**src/rtl/sprite_pkg.sv**
```systemverilog
// Shared constants, state encoding and width helper for the sprite blitter.
package sprite_pkg;

  localparam int DEF_COLOR_W     = 3;
  localparam int DEF_TRANSPARENT = 0;
  localparam int DEF_SCREEN_W    = 640;
  localparam int DEF_SCREEN_H    = 480;

  typedef enum logic [1:0] {
    ST_IDLE  = 2'd0,
    ST_SCAN  = 2'd1,
    ST_DRAIN = 2'd2,
    ST_DONE  = 2'd3
  } state_t;

  // Never returns zero so single-entry ranges still get a 1-bit field.
  function automatic int clog2(input int unsigned v);
    return (v <= 32'd1) ? 1 : $clog2(v);
  endfunction

endpackage

```
**src/rtl/sprite_addr_gen.sv**
```systemverilog
// Column/row walker: latches the draw request, applies flips and produces
// the ROM address plus unclipped screen coordinates for the current pixel.
module sprite_addr_gen
  import sprite_pkg::*;
#(
  parameter int SPRITE_W   = 32,
  parameter int SPRITE_H   = 32,
  parameter int NUM_FRAMES = 8,
  parameter int COORD_W    = 10,
  localparam int FRM_W     = clog2(NUM_FRAMES),
  localparam int ADDR_W    = clog2(NUM_FRAMES * SPRITE_W * SPRITE_H)
) (
  input  logic               clk,
  input  logic               reset,
  input  logic               load,
  input  logic               step,
  input  logic [COORD_W-1:0] x_pos,
  input  logic [COORD_W-1:0] y_pos,
  input  logic [FRM_W-1:0]   frame_sel,
  input  logic               flip_x,
  input  logic               flip_y,
  output logic [ADDR_W-1:0]  addr,
  output logic [COORD_W:0]   sx,
  output logic [COORD_W:0]   sy,
  output logic               last
);

  localparam int CW       = clog2(SPRITE_W);
  localparam int RW       = clog2(SPRITE_H);
  localparam int FRAME_SZ = SPRITE_W * SPRITE_H;

  logic [CW-1:0]      col, src_col;
  logic [RW-1:0]      row, src_row;
  logic [COORD_W-1:0] base_x, base_y;
  logic [FRM_W-1:0]   frame;
  logic               fx, fy;

  always_ff @(posedge clk) begin
    if (reset) begin
      col    <= '0;
      row    <= '0;
      base_x <= '0;
      base_y <= '0;
      frame  <= '0;
      fx     <= 1'b0;
      fy     <= 1'b0;
    end else if (load) begin
      col    <= '0;
      row    <= '0;
      base_x <= x_pos;
      base_y <= y_pos;
      frame  <= (int'(frame_sel) > NUM_FRAMES - 1) ? FRM_W'(NUM_FRAMES - 1) : frame_sel;
      fx     <= flip_x;
      fy     <= flip_y;
    end else if (step) begin
      if (col == CW'(SPRITE_W - 1)) begin
        col <= '0;
        row <= last ? '0 : row + 1'b1;
      end else begin
        col <= col + 1'b1;
      end
    end
  end

  always_comb begin
    src_col = fx ? CW'(SPRITE_W - 1) - col : col;
    src_row = fy ? RW'(SPRITE_H - 1) - row : row;
    addr    = ADDR_W'(int'(frame) * FRAME_SZ + int'(src_row) * SPRITE_W + int'(src_col));
    // One extra bit so off-screen positions clip instead of wrapping to column 0.
    sx      = (COORD_W + 1)'(base_x) + (COORD_W + 1)'(col);
    sy      = (COORD_W + 1)'(base_y) + (COORD_W + 1)'(row);
    last    = (col == CW'(SPRITE_W - 1)) && (row == RW'(SPRITE_H - 1));
  end

endmodule

```
**src/rtl/sprite_blitter.sv**
```systemverilog
// Sprite drawer: scans one ROM frame, carries screen coordinates alongside
// the ROM read and emits a pixel write for each opaque, on-screen pixel.
module sprite_blitter
  import sprite_pkg::*;
#(
  parameter int SPRITE_W    = 32,
  parameter int SPRITE_H    = 32,
  parameter int NUM_FRAMES  = 8,
  parameter int COORD_W     = 10,
  parameter int COLOR_W     = DEF_COLOR_W,
  parameter int SCREEN_W    = DEF_SCREEN_W,
  parameter int SCREEN_H    = DEF_SCREEN_H,
  parameter logic [COLOR_W-1:0] TRANSPARENT = COLOR_W'(DEF_TRANSPARENT),
  parameter int ROM_LATENCY = 1,
  localparam int FRM_W      = clog2(NUM_FRAMES),
  localparam int ADDR_W     = clog2(NUM_FRAMES * SPRITE_W * SPRITE_H)
) (
  input  logic               clk,
  input  logic               reset,
  input  logic               start,
  input  logic [COORD_W-1:0] x_pos,
  input  logic [COORD_W-1:0] y_pos,
  input  logic [FRM_W-1:0]   frame_sel,
  input  logic               flip_x,
  input  logic               flip_y,
  output logic               busy,
  output logic               done,
  output logic [ADDR_W-1:0]  rom_addr,
  input  logic [COLOR_W-1:0] rom_data,
  output logic               plot,
  output logic [COORD_W-1:0] x,
  output logic [COORD_W-1:0] y,
  output logic [COLOR_W-1:0] color
);

  localparam int L = ROM_LATENCY;

  state_t                state, nxt;
  logic [1:0]            drain_cnt;
  logic                  load, step, last, hit;
  logic [COORD_W:0]      sx, sy;
  logic [L:0]            vld_pipe;
  logic [L:1][COORD_W:0] sx_pipe, sy_pipe;
  logic [COORD_W-1:0]    x_hold, y_hold;
  logic [COLOR_W-1:0]    c_hold;

  sprite_addr_gen #(
    .SPRITE_W   (SPRITE_W),
    .SPRITE_H   (SPRITE_H),
    .NUM_FRAMES (NUM_FRAMES),
    .COORD_W    (COORD_W)
  ) u_addr_gen (
    .clk       (clk),
    .reset     (reset),
    .load      (load),
    .step      (step),
    .x_pos     (x_pos),
    .y_pos     (y_pos),
    .frame_sel (frame_sel),
    .flip_x    (flip_x),
    .flip_y    (flip_y),
    .addr      (rom_addr),
    .sx        (sx),
    .sy        (sy),
    .last      (last)
  );

  always_ff @(posedge clk) begin
    if (reset) state <= ST_IDLE;
    else       state <= nxt;
  end

  always_comb begin
    nxt = state;
    case (state)
      ST_IDLE:  if (start) nxt = ST_SCAN;
      ST_SCAN:  if (last) nxt = ST_DRAIN;
      ST_DRAIN: if (drain_cnt == 2'(L - 1)) nxt = ST_DONE;
      ST_DONE:  nxt = ST_IDLE;
      default:  nxt = ST_IDLE;
    endcase
  end

  always_comb begin
    busy = (state == ST_SCAN) || (state == ST_DRAIN);
    done = (state == ST_DONE);
    load = (state == ST_IDLE) && start;
    step = (state == ST_SCAN);
  end

  always_ff @(posedge clk) begin
    if (reset || state != ST_DRAIN) drain_cnt <= '0;
    else                            drain_cnt <= drain_cnt + 2'd1;
  end

  // Stage 0 marks the cycle an address is on rom_addr; stage L lines up with rom_data.
  always_ff @(posedge clk) begin
    if (reset) begin
      vld_pipe <= '0;
      sx_pipe  <= '0;
      sy_pipe  <= '0;
    end else begin
      vld_pipe   <= {vld_pipe[L-1:0], nxt == ST_SCAN};
      sx_pipe[1] <= sx;
      sy_pipe[1] <= sy;
      for (int i = L; i > 1; i--) begin
        sx_pipe[i] <= sx_pipe[i-1];
        sy_pipe[i] <= sy_pipe[i-1];
      end
    end
  end

  always_comb begin
    hit = vld_pipe[L] && (rom_data != TRANSPARENT) &&
          (int'(sx_pipe[L]) < SCREEN_W) && (int'(sy_pipe[L]) < SCREEN_H);
    plot  = hit;
    x     = hit ? sx_pipe[L][COORD_W-1:0] : x_hold;
    y     = hit ? sy_pipe[L][COORD_W-1:0] : y_hold;
    color = hit ? rom_data : c_hold;
  end

  always_ff @(posedge clk) begin
    if (reset) begin
      x_hold <= '0;
      y_hold <= '0;
      c_hold <= '0;
    end else if (hit) begin
      x_hold <= sx_pipe[L][COORD_W-1:0];
      y_hold <= sy_pipe[L][COORD_W-1:0];
      c_hold <= rom_data;
    end
  end

endmodule
```
**config.mk**
```make
export PLATFORM = sky130hd
export DESIGN_NAME = sprite_blitter
export DESIGN_NICKNAME = d
export VERILOG_FILES = /design/src/rtl/sprite_pkg.sv /design/src/rtl/sprite_addr_gen.sv /design/src/rtl/sprite_blitter.sv
export SDC_FILE = /design/constraint.sdc
export NUM_CORES = 1
export LEC_CHECK = 0
export ABC_AREA = 1
export CAP_MARGIN = 10
export CORE_MARGIN = 2
export CORE_UTILIZATION = 45
export CTS_BUF_LIST = sky130_fd_sc_hd__clkbuf_4
export DETAILED_ROUTE_END_ITERATION = 7
export PLACE_DENSITY = 0.7
export SETUP_SLACK_MARGIN = 0.3
export SYNTH_ARGS = -nofsm -noshare
export SYNTH_HDL_FRONTEND = slang
export SYNTH_SLANG_ARGS = --single-unit
```
**constraint.sdc**
```tcl
create_clock -name clk -period 2.2 [get_ports clk]
set_input_delay 0.33 -clock clk [delete_from_list [all_inputs] [get_ports clk]]
set_output_delay 0.33 -clock clk [all_outputs]
set_load 0.03 [all_outputs]
```
After elaboration in Yosys (flattened, before gate mapping)
Cells that the tools add are included.
- bits in registers: 86
- bits in latches: 0
- bits in writable memories: 0
- ROM bits: 0
- input bits: 31
- output and inout bits: 39
- logic and storage cells: 56
- memories kept: 0
- $add $sub $neg: 9
- $mul: 0
- div/mod/pow operators: 0
- $lt $le $gt $ge: 2
- equal/unequal tests: 7
- shift-type cells: 0
- muxes and demuxes: 11
- bitwise operators: 0
- reduce and logical (&&, ||, !) cells: 12
- operator list (kind ; count):
    adder 10 x 5 -> 11 bit ; 2
    2-to-1 mux 10 bit ; 2
    2-to-1 mux 5 bit ; 4
    adder 13 x 10 -> 13 bit ; 1
    adder 13 x 6 -> 13 bit ; 1
    < comparator 11 x 10 -> 1 bit (second input constant) ; 1
    < comparator 11 x 9 -> 1 bit (second input constant) ; 1
    adder 5 x 1 -> 5 bit (second input constant) ; 2
    equality test 5 bit (second input constant) ; 2
    subtractor 5 bit (first input constant) ; 2
    one-hot mux 2 bit (4 select lines) ; 1
    2-to-1 mux 2 bit ; 3
    logical AND 1 bit ; 5
    equality test 2 x 1 -> 1 bit (second input constant) ; 2
    equality test 2 bit (second input constant) ; 2
    logical NOT 2 bit ; 2
    2-to-1 mux 3 bit ; 1
    nonzero test 3 bit ; 1
    adder 2 x 1 -> 2 bit (second input constant) ; 1
    logical OR 1 bit ; 2
    inequality test 2 bit (second input constant) ; 1
    AND reduction 2 bit ; 1
    OR reduction 2 bit ; 1

Longest topological paths before layout
- depth after elaboration: 5
- gate-level depth with buffers: 11
- depth with buffers taken out: 11

By module
From an unflattened synthesis, not the netlist that was laid out.
- cell total of the unflattened synthesis: 631
- area, all modules: 4297.9 um^2
- modules (own cells, without submodules) (module ; instances ; cells each ; area each (um^2) ; seq. area each (um^2)):
    sprite_addr_gen ; 1 ; 321 ; 2177.1 ; 700.7
    sprite_blitter ; 1 ; 310 ; 2120.8 ; 1021.0

Least setup slack after synthesis
No wires, ideal clock.
- path kind: in2out
- start point: input rom_data[0]
- end point: output y[9]
- data arrival time: 1.476 ns
- required time: 1.870 ns
- setup slack: 0.394 ns
- cell stages on the path: 6
- buffers on the path: 1
- path through: nor3_1 nor2_2 nand2_2 buf_6 inv_1 nor2_1
- cells in the longest elaborated chain, start to end: 5
- ends and longest elaborated chain (what ; RTL line ; RTL):
    start: declaration ; sprite_blitter.sv:29 ; input logic [COLOR_W-1:0] rom_data,
    nonzero test 3 bit ; sprite_blitter.sv:114 ; hit = vld_pipe[L] && (rom_data != TRANSPARENT) &&
    logical AND 1 bit (2 in series) ; sprite_blitter.sv:114 ;
    logical AND 1 bit ; sprite_blitter.sv:115 ; (int'(sx_pipe[L]) < SCREEN_W) && (int'(sy_pipe[L]) < SCREEN_H);
    named net plot ; sprite_blitter.sv:30 ; output logic plot,
    2-to-1 mux 10 bit ; - ;
    end: declaration ; sprite_blitter.sv:32 ; output logic [COORD_W-1:0] y,
The timed path passes the listed nets, and every way through them passes these cells.

Worst setup path after layout
- start point: register sy_pipe[9] (netlist bit)
- end point: output x[7]
- cells in the longest elaborated chain, start to end: 3
- ends and longest elaborated chain (what ; RTL line ; RTL):
    start: declaration ; sprite_blitter.sv:43 ; logic [L:1][COORD_W:0] sx_pipe, sy_pipe;
    start signal: indexed assignment ; sprite_blitter.sv:108 ; sy_pipe[i] <= sy_pipe[i-1];
    < comparator 11 x 9 -> 1 bit ; sprite_blitter.sv:115 ;
    logical AND 1 bit ; sprite_blitter.sv:115 ;
    2-to-1 mux 10 bit ; - ;
    end: declaration ; sprite_blitter.sv:31 ; output logic [COORD_W-1:0] x,
Every way passes these cells.

==> results.toml <==
[status]
status = "finished clean"

[power]
power_frac_clock_pct = 23.6
pwr-share-comb_pct = 23.1
powerDensity_mw_per_mm2 = 622.7
seq_power_share_pct = 53.3
switching_share_pct = 30.94
p_switching_uw = 990.2
p_int_uw = 2210
ir_worst_vdd_mv = 0.3257
p_leak_uw = 0.002538
total_power_uw = 3200

[worst_setup_path]
r2r_start = "u_addr_gen.col[0]"
cp-start-kind = "flip-flop"
path_cells = "nor2_1 -> nand3b_1 -> nor2_4 -> nand2_4 -> buf_4 -> nand2_1 -> nand2_1 -> inv_1 -> buf_6"
max_stage_delay_ns = 0.32
timing.rr.end = "sx_pipe[6]"
rrSetupSlack_ns = 0.52
crit_top_cell = "nand2_1"
cp.arrival_ns = 1.70
crit_start = "sy_pipe[9]"
cp_max_fo = 5
slowest_stage = "dfxtp_1"
worstRegToRegCells = 8
crit_required_ns = 1.87
worstSetupEndpointType = "primary output"
cp_top_family = "simple AND/OR/NAND/NOR gates"
critPathKind = "flip-flop to primary output"
cp_num_buf_inv = 3

[final_layout]
nets = 703
fin_area_sq_mm = 0.005140
layout_commonest_cell = "nor2_1"
area_delta_synth_final_pct = 25.55
layout_common_cells = "nor2_1, nand2_1, inv_1, dfxtp_1, o21ai_0"
drive_above_1_share_pct = 13.91
antenna_cells = 0

[sta]
relSlewSlack_pct = 76.48
finalSetupTns_ns = 0
grt_setup_unrepaired = "yes"
period_minus_slack_ns = 2.034
finClkSkew_ns = 0.01161
maxSlewViolCount = 0
final-setup-viol-count = 0
finalHoldViolCount = 0
max_freq_mhz = 491.6
period_share_pct = 92.46
worst_pin_slew_ns = 0.3525

[logic_synthesis]
synthesis.area_sq_mm = 0.004094
synth_area_per_cell_sq_um = 7.095
yosysWarnings = 0
syn_inst = 577
ys_ff_latch = 86
ys_seq_area_share_pct = 42.05
postSynthNetCount = 630
synth.distinct_cells = 27

[route]
route.vias.total = 3626
firstDrtPassIters = 4
wl_per_cell_microns = 11.60
ant_nets = 0
detail_route.vias_per_cell = 4.759
drt_iter0_drc = 130
drc = 0
routed_wl_mm = 8.840

[clocking]
cts_buffer_depth = 2
holdBufCountCts = 0
clkLatencyLatePin_ns = 0.42
clock_sinks = 86
cts_tree = "built"
cts_buffers = 9
clk_pin_slew_ns = 0.13
htreeDepth = 3
clockRootBuffer = "clkbuf_4"

[worst_hold_path]
holdPathEnd = "drain_cnt[0]"
hold_depth = 1
hp-start = "drain_cnt[0]"
hp-class = "flip-flop to flip-flop"

[global_route]
grt_pass1_vias = 3461
grt_overflow = 0
grt_pass1_wl_mm = 15.44
antenna_found_initial = 0
groute.usage.overall_pct = 19.13
grt_max_degree = 29

[placement]
gp_congestion = 0.8298
io_buffers = 69
hpwl_mm = 6.638
dpl_cell_area_sq_mm = 0.004901

[floorplan]
die_x_microns = 99.38
die_area_sq_mm = 0.009876
dieHeight_microns = 99.38
rows = 34
initial_utilization_pct = 46.72
core-area_sq_mm = 0.008763
io_pins = 70

[job]
maxCapViolCount = 0
## worst reg2reg max path: stages, from the launching register on
cell and delay, ns:
dfxtp_1 0.38, ha_1 0.23, fa_1 0.39, nand2_1 0.10, nand3_1 0.08, nand3_1 0.10, nand2_1 0.09, o21ai_0 0.15
nor2_1 0.07
## cells by family (layout without fill, tap and decap cells)
| group | after synthesis | in the layout | synth area share [%] |
|---|---|---|---|
| and+or+nand+nor | 270 | 270 | 28.33 |
| buffers and inverters | 116 | 193 | 11.25 |
| DFF | 86 | 86 | 42.05 |
| AOI/OAI and AO/OA | 72 | 72 | 8.924 |
| adders and majority gates | 22 | 22 | 7.091 |
| xor gates and xnor gates | 11 | 11 | 2.353 |
## per-layer routing
metal	track usage, %	up-vias	share of wire (%)
li1	-	1919	-
met1	25.34	1613	49
met2	32.28	87	46
met3	2.670	7	4.4
met4	6.217	0	0.90
met5	0	-	0
## how the worst max path moves through the flow
stage | to | slack (ns) | cells after the start
2_1_floorplan | y[9] | 0.39 | 6
4_1_cts | x[1] | 0.14 | 9
3_5_place_dp | x[1] | 0.18 | 9
3_3_place_gp | x[4] | 0.21 | 9
6_report | x[7] | 0.17 | 9
5_1_grt | x[5] | 0.05 | 8
## final cells by class
type / instances / area, sq um
sequential: 86 / 1729
clock buffer: 11 / 82.58
clock inverter: 4 / 25.02
fill: 845 / 3623
multi-input combinational: 375 / 1946
inverter: 95 / 359.1
timing repair buffer: 83 / 863.3
tap: 108 / 135.1
## synth_stat cells, drive strengths merged
cell type	instances	area (sq um)
nor2	107	416.7
ha	20	250.2
a21oi	30	150.1
nor3	5	30.03
dfxtp	86	1722
nand2	112	425.4
inv	95	356.6
nand3	21	105.1
buf	11	66.31
a21boi	2	15.01
xor2	11	96.34
o21ai	40	200.2
nor3b	1	7.510
nand3b	20	150.1
and3	1	6.260
fa	2	40.04
or2	1	6.260
clkbuf	10	37.54
nand4	2	12.51
## power groups by stage
stage	sequential [uW]	clock (uW)	combinational (uW)
3_3_place_gp	1740	0	692
2_1_floorplan	1730	0	433
6_report	1710	756	739
5_1_grt	1720	848	815
4_1_cts	1710	783	717
3_5_place_dp	1740	0	701
## registers in the layout, indices dropped and copies added (netlist names)
signal and flops:
sx_pipe 11, sy_pipe 11, u_addr_gen.base_x 10, u_addr_gen.base_y 10, x_hold 10, y_hold 10
u_addr_gen.col 5, u_addr_gen.row 5, c_hold 3, u_addr_gen.frame 3, drain_cnt 2, state 2
vld_pipe 2, u_addr_gen.fx 1, u_addr_gen.fy 1
## stage by stage
stage / hold slack [ns] / worst slack, ns / instances / util, %
2_1_floorplan: 0.3883 / 0.3940 / 577 / -
5_1_grt: 0.4375 / 0.05437 / 762 / 58.65
4_1_cts: 0.4254 / 0.1426 / 760 / 57.74
3_5_place_dp: 0.4072 / 0.1790 / 744 / 55.93
3_3_place_gp: 0.3978 / 0.2110 / 744 / 55.93
6_report: 0.4225 / 0.1658 / 762 / 58.65
## timing repair
item	4_1_cts	5_1_grt
buffers inserted	1	1
cloned	0	1
gates resized for setup	34	37
endpoints found under the setup margin	36	39
pin swaps	2	2
(Power assumes the default switching activity.)
